File: src/rtl/sw_debounce_pkg.sv
// sw_debounce_pkg
//   Shared definitions for the push-button debouncer: FSM state encodings and
//   the default timing constants for a 48 MHz clock.
package sw_debounce_pkg;

  localparam logic [1:0] ST_IDLE   = 2'd0;
  localparam logic [1:0] ST_P_WAIT = 2'd1;
  localparam logic [1:0] ST_HELD   = 2'd2;
  localparam logic [1:0] ST_R_WAIT = 2'd3;

  // 10 ms debounce window and 1 s long-press time at 48 MHz
  localparam int DB_CYCLES_48M   = 480000;
  localparam int LONG_CYCLES_48M = 48000000;

endpackage

File: src/rtl/sync_2ff.sv
// sync_2ff
//   Two-flop synchroniser for a single asynchronous input pin. Shared by
//   other pin inputs, so the reset value is a parameter: it should be the
//   pin's idle level so that reset exit never looks like an edge.
// Ports
//   i_clk    in  system clock
//   i_rst_n  in  synchronous active-low reset
//   d        in  asynchronous input
//   q        out synchronised output
module sync_2ff #(
  parameter logic RST_VAL = 1'b0
) (
  input  logic i_clk,
  input  logic i_rst_n,
  input  logic d,
  output logic q
);

  logic meta;

  always_ff @(posedge i_clk) begin
    if (!i_rst_n) begin
      meta <= RST_VAL;
      q    <= RST_VAL;
    end else begin
      meta <= d;
      q    <= meta;
    end
  end

endmodule

File: src/rtl/sw_debounce.sv
// sw_debounce
//   Debounces a raw mechanical switch pin. The pin is synchronised, normalised
//   to 1 = pressed, and a level change is accepted only after the new value
//   has been stable for DB_CYCLES counted cycles. Emits one-cycle press and
//   release strobes alongside the filtered level.
//   Optional long-press strobe enabled by defining SW_LONG_PRESS_EN.
// Ports
//   i_clk      in  system clock
//   i_rst_n    in  synchronous active-low reset
//   i_sw       in  raw switch pin
//   o_level    out debounced level, 1 = pressed
//   o_press    out 1-cycle strobe on accepted press
//   o_release  out 1-cycle strobe on accepted release
//   o_long     out 1-cycle strobe after LONG_CYCLES held (0 when disabled)
//
// state     | meaning
// ST_IDLE   | stable released
// ST_P_WAIT | pressed seen, counting stable pressed cycles
// ST_HELD   | stable pressed
// ST_R_WAIT | released seen, counting stable released cycles
module sw_debounce
  import sw_debounce_pkg::*;
#(
  parameter int DB_CYCLES   = DB_CYCLES_48M,
  parameter int CNT_W       = 20,
  parameter bit ACTIVE_LOW  = 1'b1,
  parameter int LONG_CYCLES = LONG_CYCLES_48M,
  parameter int LONG_W      = 26
) (
  input  logic i_clk,
  input  logic i_rst_n,
  input  logic i_sw,
  output logic o_level,
  output logic o_press,
  output logic o_release,
  output logic o_long
);

  localparam logic [CNT_W-1:0] DB_LAST = CNT_W'(DB_CYCLES - 1);

  logic             sw_q;
  logic             s_press;
  logic [1:0]       state;
  logic [CNT_W-1:0] db_cnt;

  // Reset loads the released pin level so reset exit is not seen as a press.
  sync_2ff #(.RST_VAL(ACTIVE_LOW)) u_sync (
    .i_clk   (i_clk),
    .i_rst_n (i_rst_n),
    .d       (i_sw),
    .q       (sw_q)
  );

  assign s_press = sw_q ^ ACTIVE_LOW;

  always_ff @(posedge i_clk) begin
    if (!i_rst_n) begin
      state     <= ST_IDLE;
      db_cnt    <= '0;
      o_level   <= 1'b0;
      o_press   <= 1'b0;
      o_release <= 1'b0;
    end else begin
      o_press   <= 1'b0;
      o_release <= 1'b0;
      case (state)
        ST_IDLE: begin
          if (s_press) begin
            state  <= ST_P_WAIT;
            db_cnt <= '0;
          end
        end
        ST_P_WAIT: begin
          if (!s_press) begin
            state  <= ST_IDLE;
            db_cnt <= '0;
          end else if (db_cnt == DB_LAST) begin
            state   <= ST_HELD;
            db_cnt  <= '0;
            o_level <= 1'b1;
            o_press <= 1'b1;
          end else begin
            db_cnt <= db_cnt + 1'b1;
          end
        end
        ST_HELD: begin
          if (!s_press) begin
            state  <= ST_R_WAIT;
            db_cnt <= '0;
          end
        end
        ST_R_WAIT: begin
          if (s_press) begin
            state  <= ST_HELD;
            db_cnt <= '0;
          end else if (db_cnt == DB_LAST) begin
            state     <= ST_IDLE;
            db_cnt    <= '0;
            o_level   <= 1'b0;
            o_release <= 1'b1;
          end else begin
            db_cnt <= db_cnt + 1'b1;
          end
        end
        default: begin
          state  <= ST_IDLE;
          db_cnt <= '0;
        end
      endcase
    end
  end

`ifdef SW_LONG_PRESS_EN
  localparam logic [LONG_W-1:0] LONG_LAST = LONG_W'(LONG_CYCLES - 1);
  // One past the last count marks "already fired" until the next press.
  localparam logic [LONG_W-1:0] LONG_SAT  = LONG_W'(LONG_CYCLES);

  logic [LONG_W-1:0] long_cnt;

  // R_WAIT keeps counting so release bounces do not restart the hold time.
  always_ff @(posedge i_clk) begin
    if (!i_rst_n) begin
      long_cnt <= '0;
      o_long   <= 1'b0;
    end else begin
      o_long <= 1'b0;
      if (state == ST_HELD || state == ST_R_WAIT) begin
        if (long_cnt == LONG_LAST) begin
          o_long   <= 1'b1;
          long_cnt <= LONG_SAT;
        end else if (long_cnt != LONG_SAT) begin
          long_cnt <= long_cnt + 1'b1;
        end
      end else begin
        long_cnt <= '0;
      end
    end
  end
`else
  logic unused_long_cfg;
  assign unused_long_cfg = ^{LONG_CYCLES, LONG_W};
  assign o_long = 1'b0;
`endif

endmodule
File: config.mk
export PLATFORM = sky130hd
export DESIGN_NAME = sw_debounce
export DESIGN_NICKNAME = d
export VERILOG_FILES = /design/src/rtl/sw_debounce_pkg.sv /design/src/rtl/sync_2ff.sv /design/src/rtl/sw_debounce.sv
export SDC_FILE = /design/constraint.sdc
export NUM_CORES = 1
export LEC_CHECK = 0
export CORE_MARGIN = 1
export CORE_UTILIZATION = 25
export CTS_BUF_LIST = sky130_fd_sc_hd__clkbuf_16
export CTS_CLUSTER_DIAMETER = 60
export DETAILED_ROUTE_END_ITERATION = 8
export RECOVER_POWER = 50
export SYNTH_ARGS = -nofsm -noshare
export SYNTH_HDL_FRONTEND = slang
export SYNTH_HIERARCHICAL = 1
export SYNTH_SLANG_ARGS = --single-unit
File: constraint.sdc
create_clock -name i_clk -period 2.1 [get_ports i_clk]
set_clock_uncertainty 0.2 [all_clocks]
set_input_delay 0.42 -clock i_clk [delete_from_list [all_inputs] [get_ports i_clk]]
set_output_delay 0.42 -clock i_clk [all_outputs]
set_load 0.01 [all_outputs]
==> reports/metrics.csv, run 1 <==
metric;value;unit
synthTopCellsByArea;dfxtp_1, o21ai_0, nand2_1, a31oi_1, a21oi_1;
hpwl;1809;um
initial_core_util;0.2596;
antenna_left;0;
boundaryPins;7;
finalNetCount;171;
fp-row-count;26;
yosys_warnings;6;
antenna_found_initial;0;
yosysMostFrequentCell;dfxtp_1;
syn_nets;159;
grt_pass1_wl;4671;um
dieHeight;74.60;um
slew_violations;0;
synth_top_area_share;0.4103;
drc;0;
num_antenna_cells;0;
drtIter0Drc;58;
cp_data_arrival_time;1.96;ns
synth-edff-count;0;
fp.dieW;74.60;um
async_flop_share;0;
clk_latency;0.26;ns
status;completed;
power;0.9904;mW
setup_viol;0;
drt_pass1_iterations;4;
synth_area;1318;um2
syn2layout_area_growth;17.57;%
fmax;506.6;MHz
crit_type;reg -> reg;
wl;2584;um
via_per_inst;4.648;
clockRootBuffer;clkbuf_16;
gp_congestion;0.7544;
ys_seq_area_frac;0.4103;
overflow;0;
fp.coreArea;5075;um2
pwr-share-seq;0.526;
wl_per_cell;10.95;um
synth_cell_types;43;
cts_buffers;3;
switching_share;0.2022;
cts_sinks;27;
synthCells;155;
setup-tns-final;0;ns
h-tree-depth;1;
post_route_cells_drive_above_1_share;0.1145;
ir_drop;0.0004558;V
critPathCaptureType;flip-flop;
crit_path_max_fanout;11;
fin_crit;1.974;ns
dieArea;5564;um2
ys_ff_latch;27;
critPathLaunchType;flip-flop;
cts_tree;done;
power_frac_clock;0.434;
cts_buffer_depth;2;
track_usage;0.1072;
yosys_most_used_dff;dfxtp_1;
p_leak;0.5681;nW
vias;1097;
drv_cap;0;
p_int;0.7902;mW
power_frac_comb;0.041;
required;2.09;ns
place_area;1441;um2
clk_pin_slew_worst_paths;0.07;ns
pwr_density_cell;639.4;nW/um2
period_share;0.9400;
switchingPower;0.2003;mW
cts_resized;0;
synth_top_cell_by_area;dfxtp_1;
hold_class;reg -> reg;
stdcell_area;1549;um2
grt_max_degree;16;
syn_avg_cell_area;8.500;um2
port_buffers;5;
finalHoldViolations;0;
grt_pass1_vias;1037;
synth_common_cells;dfxtp_1, nand2_1, o21ai_0;
## cell families after synthesis
logic type                 after synthesis  share of synthesized area
buffers and inverters                   12                    0.04748
and+or+nand+nor                         63                     0.2726
muxes                                    2                    0.01520
AOI/OAI and AO/OA                       44                     0.2032
adders and majority gates                1                   0.009495
other                                    1                   0.002846
xor gates and xnor gates                 5                    0.03894
DFF                                     27                     0.4103
## layer usage
layer / GRT usage / share of wire / wire [um]
met1: 0.1361 / 0.49 / 1255
met2: 0.1872 / 0.48 / 1228
met3: 0.01220 / 0.029 / 75
met4: 0.03774 / 0.0097 / 25
met5: 0 / 0 / 0
## power by group through the flow
stage	Sequential [mW]	Combinational [mW]	Clock, mW
5_1_grt	0.522	0.0454	0.458
4_1_cts	0.521	0.0416	0.442
6_report	0.521	0.0402	0.429
2_1_floorplan	0.533	0.0243	0
3_3_place_gp	0.533	0.0413	0
3_5_place_dp	0.533	0.0414	0
## registers in the layout, summed over array words and instances, names as in the netlist, named ones only
register,count
u_sync/q,1
o_press,1
state,1
o_level,1
u_sync/meta,1
o_release,1
db_cnt,20
## stage by stage
step	util	hold slack, ns	cells	setup WS [ns]
after global placement	0.2840	0.1891	228	0.09809
final	0.3052	0.2150	236	0.1259
after CTS	0.2998	0.2208	232	0.1256
after global routing	0.3052	0.2371	236	-0.002586
after detailed placement	0.2840	0.2049	228	0.08774
after floorplan	-	0.1863	155	0.3060
## timing repair
action,4_1_cts,5_1_grt
endpoints found under the setup margin,0,3
hold buffers,0,0
setup buffers,0,3
## layout by cell type, fill, tap and decap left out, types with 2 or more instances in the layout
| master | synthesis | final |
|---|---|---|
| o21ai_0 | 16 | 16 |
| xor2_1 | 3 | 3 |
| and3_1 | 7 | 7 |
| dfxtp_1 | 27 | 27 |
| nor3_1 | 3 | 3 |
| nand2_1 | 17 | 17 |
| and2_1 | 2 | 2 |
| clkdlybuf4s50_1 | 0 | 2 |
| a31oi_1 | 8 | 8 |
| clkbuf_16 | 0 | 3 |
| or3_1 | 3 | 3 |
| inv_1 | 7 | 7 |
| a21oi_1 | 9 | 9 |
| nand3_1 | 6 | 6 |
| a21o_1 | 3 | 3 |
| buf_4 | 2 | 5 |
| nand4_1 | 2 | 2 |
| nor2_1 | 8 | 8 |
| nand2b_1 | 3 | 3 |
| mux2i_1 | 2 | 2 |
| and4_1 | 2 | 2 |
| dlygate4sd3_1 | 0 | 3 |
## area by class of cell
| class | instances | area, um2 |
|---|---|---|
| clock inverters | 1 | 5.005 |
| repair buffers | 11 | 91.34 |
| clock buffers | 3 | 75.07 |
| well taps | 70 | 87.58 |
| fillers | 560 | 3526 |
| inverters | 7 | 26.28 |
| flip-flops and latches | 27 | 540.5 |
| multi-input cells | 117 | 723.2 |
## final timing paths
kind	depth (start not counted)	from	endpoint	slack [ns]
hold reg to reg	1	u_sync/meta$_SDFF_PN1_	u_sync/q$_SDFF_PN1_	0.21
hold / removal	1	u_sync/meta$_SDFF_PN1_	u_sync/q$_SDFF_PN1_	0.21
setup / recovery	6	db_cnt[0]$_SDFFE_PN0P_	db_cnt[5]$_SDFFE_PN0P_	0.13
setup reg to reg	6	db_cnt[0]$_SDFFE_PN0P_	db_cnt[5]$_SDFFE_PN0P_	0.13
## worst max-delay path, cell delays in order, from the launching register on
cell and delay [ns]:
dfxtp_1 0.34, ha_1 0.23, and3_1 0.24, and2_4 0.22, a21o_4 0.26, or3_1 0.35
o21ai_0 0.07
Note: power is estimated with default switching activity, not from simulation.
==> run 2: changes to the inputs <==
Settings changed: CORE_UTILIZATION 25 to 57, HOLD_SLACK_MARGIN set to 0.15, PLACE_DENSITY set to 0.76.
==> run 2 against run 1 <==
Design area decreased by 5.5%. Hold slack lost 0.0044 ns. Register-to-register slack lost 0.02 ns. Global-route usage is 12 points higher. Via count grew 3.8%. Setup slack worse by 0.021 ns. Sequential power about the same. Sequential share of layout area grew 2.0 points. Core utilization grew 36 points. Critical path depth stayed put. Combinational power rose by 1%. Largest cell class unchanged. Highest routed layer unchanged.
==> reports/metrics.csv, run 2 (synthesized netlist as in run 1, its figures left out) <==
metric;value;unit;change
status;completed;;
layout_commonest_cell;dfxtp_1;;
track_usage;0.2295;;+0.1223
cp-startpoint;db_cnt[0]$_SDFFE_PN0P_;;
cts_tree;done;;
drc;0;;unchanged
drt_pass1_iterations;4;;unchanged
p_leak;0.5490;nW;-3.4%
cts_setup_buffers;0;;unchanged
wl_per_cell;13.85;um;+27%
hold_ws;0.2106;ns;-0.004363 ns
cts_resized;0;;unchanged
clk_pin_slew_worst_paths;0.06;ns;about the same
fp.dieW;50.08;um;-33%
boundaryPins;7;;unchanged
required;2.05;ns;-0.04 ns
dp.cells;186;;-18%
fp-row-count;17;;-35%
hpwl;1813;um;+0.23%
crit_type;reg -> reg;;
dieHeight;50.08;um;-33%
switchingPower;0.1946;mW;-2.9%
p_int;0.7880;mW;-0.27%
pwr_density_cell;671.2;nW/um2;+5.0%
finalHoldViolations;0;;unchanged
critPathLaunchType;flip-flop;;
hold_class;reg -> reg;;
gp_congestion;0.8283;;+9.8%
power_frac_comb;0.041;;about the same
drtIter0Drc;25;;-57%
ir_drop;0.0004384;V;-3.8%
via_per_inst;5.995;;+29%
clk_latency;0.25;ns;about the same
antenna_found_initial;0;;unchanged
drv_cap;0;;unchanged
switching_share;0.1980;;-0.004214
reg2reg_from;db_cnt[0]$_SDFFE_PN0P_;;
finalNetCount;167;;-2.3%
setup_viol;0;;unchanged
cts_buffers;3;;unchanged
num_antenna_cells;0;;unchanged
fp.coreArea;2191;um2;-57%
dieArea;2508;um2;-55%
fin_util;0.6682;;+0.3630
mostFrequentLayoutCells;dfxtp_1, nand2_1, o21ai_0, a21oi_1;;
antenna_left;0;;unchanged
top_register;db_cnt;;
grt_pass1_vias;1034;;-0.29%
instances_no_fill;190;;-19%
grt_pass1_wl;4457;um;-4.6%
place_area;1389;um2;-3.6%
fmax;501.3;MHz;-1.0%
clockRootBuffer;clkbuf_16;;
slew_violations;0;;unchanged
critPathCaptureType;flip-flop;;
post_route_cells_drive_above_1_share;0.08642;;-0.02804
wl;2632;um;+1.9%
setup-tns-final;0;ns;unchanged
final.fill_count;178;;-68%
crit_path_max_fanout;15;;+4
grt_max_degree;16;;unchanged
postCtsHoldBufs;0;;unchanged
stdcell_area;1464;um2;-5.5%
pwr-share-seq;0.530;;+0.004
cts_sinks;27;;unchanged
worstHoldStart;u_sync/meta$_SDFF_PN1_;;
port_buffers;5;;unchanged
overflow;0;;unchanged
syn2layout_area_growth;11.11;%;
power_frac_clock;0.428;;-0.006
rsz0062_at_grt;no;;
period_share;0.9500;;+0.009950
initial_core_util;0.6014;;+0.3418
largest_register_ffs;20;;unchanged
fin_crit;1.995;ns;+0.02090 ns
h-tree-depth;1;;unchanged
vias;1139;;+3.8%
cts_buffer_depth;2;;unchanged
cp_data_arrival_time;1.94;ns;-0.02 ns
## run 2: changes by cell type in the layout (fill, tap and decap cells not counted)
cell	delta
inv_1	+1
buf_4	-3
o21ai_1	-1
a21o_2	-1
o21ai_0	+1
clkinv_2	-1
## run 2: final cells by class
type | instances | area, um2 | area share
well taps | 28 | 35.03 | 0.02393
multi-input cells | 116 | 714.4 | 0.4880
inverters | 7 | 26.28 | 0.01795
repair buffers | 8 | 68.82 | 0.04701
clock inverters | 1 | 3.754 | 0.002564
flip-flops and latches | 27 | 540.5 | 0.3692
clock buffers | 3 | 75.07 | 0.05128
## run 2: metrics by stage
step	setup WS (ns)	power, mW
2_1_floorplan	0.3060	0.5571
3_3_place_gp	0.1208	0.5728
3_5_place_dp	0.08554	0.5745
4_1_cts	0.1281	0.9899
5_1_grt	0.007561	1.011
6_report	0.1050	0.9826
## run 2: worst paths after layout
check | to | cells after the start | slack [ns]
setup reg to reg | db_cnt[9]$_SDFFE_PN0P_ | 6 | 0.11
setup / recovery | db_cnt[9]$_SDFFE_PN0P_ | 6 | 0.11
hold reg to reg | u_sync/q$_SDFF_PN1_ | 1 | 0.21
hold / removal | u_sync/q$_SDFF_PN1_ | 1 | 0.21
## run 2: power groups by stage
| stage | Clock (mW) | Combinational, mW | Sequential, mW |
|---|---|---|---|
| 5_1_grt | 0.444 | 0.0450 | 0.522 |
| 4_1_cts | 0.427 | 0.0420 | 0.521 |
| 2_1_floorplan | 0 | 0.0243 | 0.533 |
| 3_5_place_dp | 0 | 0.0417 | 0.533 |
| 3_3_place_gp | 0 | 0.0403 | 0.532 |
| 6_report | 0.421 | 0.0406 | 0.521 |
## run 2: layer usage
layer  share of wire  global-route usage  vias to the layer above
met3           0.033             0.02160                        2
met4          0.0061             0.09048                        0
met5               0                   0                        -
li1                -                   -                      573
met1            0.46              0.2895                      540
met2            0.50              0.3956                       24
## run 2: worst max-delay path, stage by stage (launching register included)
cell	delay, ns
dfxtp_1	0.39
ha_1	0.21
and3_1	0.24
and2_4	0.26
a21o_4	0.23
o21ai_0	0.11
a22o_1	0.24
==> edit, RTL diff (config.mk and constraints of run 2) <==
`ACTIVE_LOW`: 1'b1 -> 1'b0.
--- a/src/rtl/sw_debounce.sv
+++ b/src/rtl/sw_debounce.sv
@@ -24,5 +24,5 @@
   parameter int DB_CYCLES   = DB_CYCLES_48M,
   parameter int CNT_W       = 20,
-  parameter bit ACTIVE_LOW  = 1'b1,
+  parameter bit ACTIVE_LOW  = 1'b0,
   parameter int LONG_CYCLES = LONG_CYCLES_48M,
   parameter int LONG_W      = 26
Check against the original RTL: no difference found for any inputs over 10 cycles, from zero or initial values and one cycle with i_rst_n low; that may be too few to reach the edited logic, so the function may still have changed.
==> edit against run 2 <==
  * Synthesized cell count rose by 2.6%
  * Setup slack got worse by 5.2 ps
  * Fmax fell by 0.26%
  * Die area rose by 5.6%
  * Cell count rose by 9.5%
  * Power rose by 1.2%
  * Area after synthesis rose by 5.8%
  * Global-route usage rose by 4.2 points
  * Sequential share of layout area fell by 4.6 points
  * Via count rose by 16%
  * Final area rose by 14%
  * Routed wire length rose by 23%
  * Sequential cell count did not move
  * Largest cell class unchanged
==> edit: results (changes against run 2) <==
* Worst Path Max Fanout at 5 (was 15)
* Met3 Use GR at 4.464% (was 2.160%)
* Crit path max-delay cell type: nor4b_4 (was dfxtp_1)
* FILL cells at 177 (was 178)
* Max clock buf depth at 2 (unchanged)
* Top reg by flops: db_cnt (unchanged)
* Clk_lat worst skew at 270 ps (was 250 ps)
* Setup ws final at 99.86 ps (was 105.0 ps)
* GR Util met1 at 32.66% (was 28.95%)
* Layout net count at 185 (was 167)
* Cell Int Power at 0.7894 mW (was 0.7880 mW)
* Final WL at 3.239 mm (was 2.632 mm)
* Routed met3 length at 192 um (was 88 um)
* First-pass GRT wire length at 5.237 mm (was 4.457 mm)
* Sequential element share of the synthesized area at 38.78% (was 41.03%)
* Initial drt markers at 51 (was 25)
* R2r endpoint: o_level$_SDFFE_PN0P_ (was db_cnt[9]$_SDFFE_PN0P_)
* DP HPWL at 2.269 mm (was 1.813 mm)
* Pin count of the biggest net entering global routing at 17 (was 16)
* Reg2Reg Depth at 6 (unchanged)
* Post-route ant nets at 0 (unchanged)
* CP delay by family, top: simple AND/OR/NAND/NOR gates (was compound AO/OA/AOI/OAI gates)
* Placed instance count at 202 (was 186)
* Gr usage total at 27.13% (was 22.95%)
* Sequential Power Share at 52.2% (was 53.0%)
* WL met2 at 1.611 mm (was 1.319 mm)
* Largest cells by area after synthesis: dfxtp_1 39%, nand2_1 5.7%, a31oi_1 5.4% (was dfxtp_1 41%, o21ai_0 6.1%, nand2_1 4.8%)
* Post-Route M1 WL at 1.363 mm (was 1.208 mm)
* Unique cell type count in the Yosys netlist at 48 (was 43)
* Gr ovfl total at 0 (unchanged)
* Max VDD drop at 0.5178 mV (was 0.4384 mV)
* Vias in the first global route at 1223 (was 1034)
* Syn_area_per_cell at 8.766 um^2 (was 8.500 um^2)
* M2 GR Usage at 45.24% (was 39.56%)
* Hold Slack at 250.7 ps (was 210.6 ps)
* Final Non-Filler Cells at 208 (was 190)
* Synth Net Count at 163 (was 159)
* Synth cell count leaders: 27 x dfxtp_1, 21 x nand2_1, 12 x a31oi_1 (was 27 x dfxtp_1, 17 x nand2_1, 16 x o21ai_0)
* Share of cells above drive strength 1 at 20.56% (was 8.642%)
* Area post-placement at 1558 um^2 (was 1389 um^2)
* Cts bufs inserted at 3 (unchanged)
* Worst slack at placement at -16.69 ps (was 85.54 ps)
* Hold Crit Start: u_sync/meta$_SDFF_PN0_ (was u_sync/meta$_SDFF_PN1_)
* Number of vias per cell at 6.375 (was 5.995)
* Status: complete, no violations (unchanged)
* Routability cong. at 0.8319 (was 0.8283)
* WHS Endpoint: u_sync/q$_SDFF_PN0_ (was u_sync/q$_SDFF_PN1_)
* Pleak at 0.6049 nW (was 0.5490 nW)
* Max reg flops at 20 (unchanged)
* CP arrival at 1960 ps (was 1940 ps)
* Clk slew on worst S/H paths at 70 ps
* Psw at 0.2050 mW (was 0.1946 mW)
* Clock Root Buffer: clkbuf_16 (unchanged)
## edit: changes by cell type in the layout (fill, tap and decap cells not counted), sizes merged, moves of 3 or more
cell	change
a21oi	-6
a41oi	+3
nand2	+4
inv	-5
o21ai	-12
nand3	+4
nor2	+3
a31oi	+4
nor2b	+3
buf	+15
and3	-4
## edit: logic make-up after synthesis
logic type,share of synthesized area (%)
compound gates,19.84
xor+xnor,2.424
fa+ha+maj,0.8975
buf+inv,2.962
flops,38.78
mux,2.154
other cells,0.2690
simple gates,32.68
## edit: timing repair
item,in CTS,in global routing
setup buffers,0,2
hold buffers,0,0
setup endpoints to repair,0,11
resized for setup,0,6
## edit: final cells by class
type	count	area, um^2	share of cell area, %
flip-flops and latches	27	540.5	32.29
clock buffers	3	75.07	4.484
multi-input cells	125	830.8	49.63
well taps	28	35.03	2.093
clock inverters	1	3.754	0.2242
inverters	2	7.507	0.4484
repair buffers	22	181.4	10.84
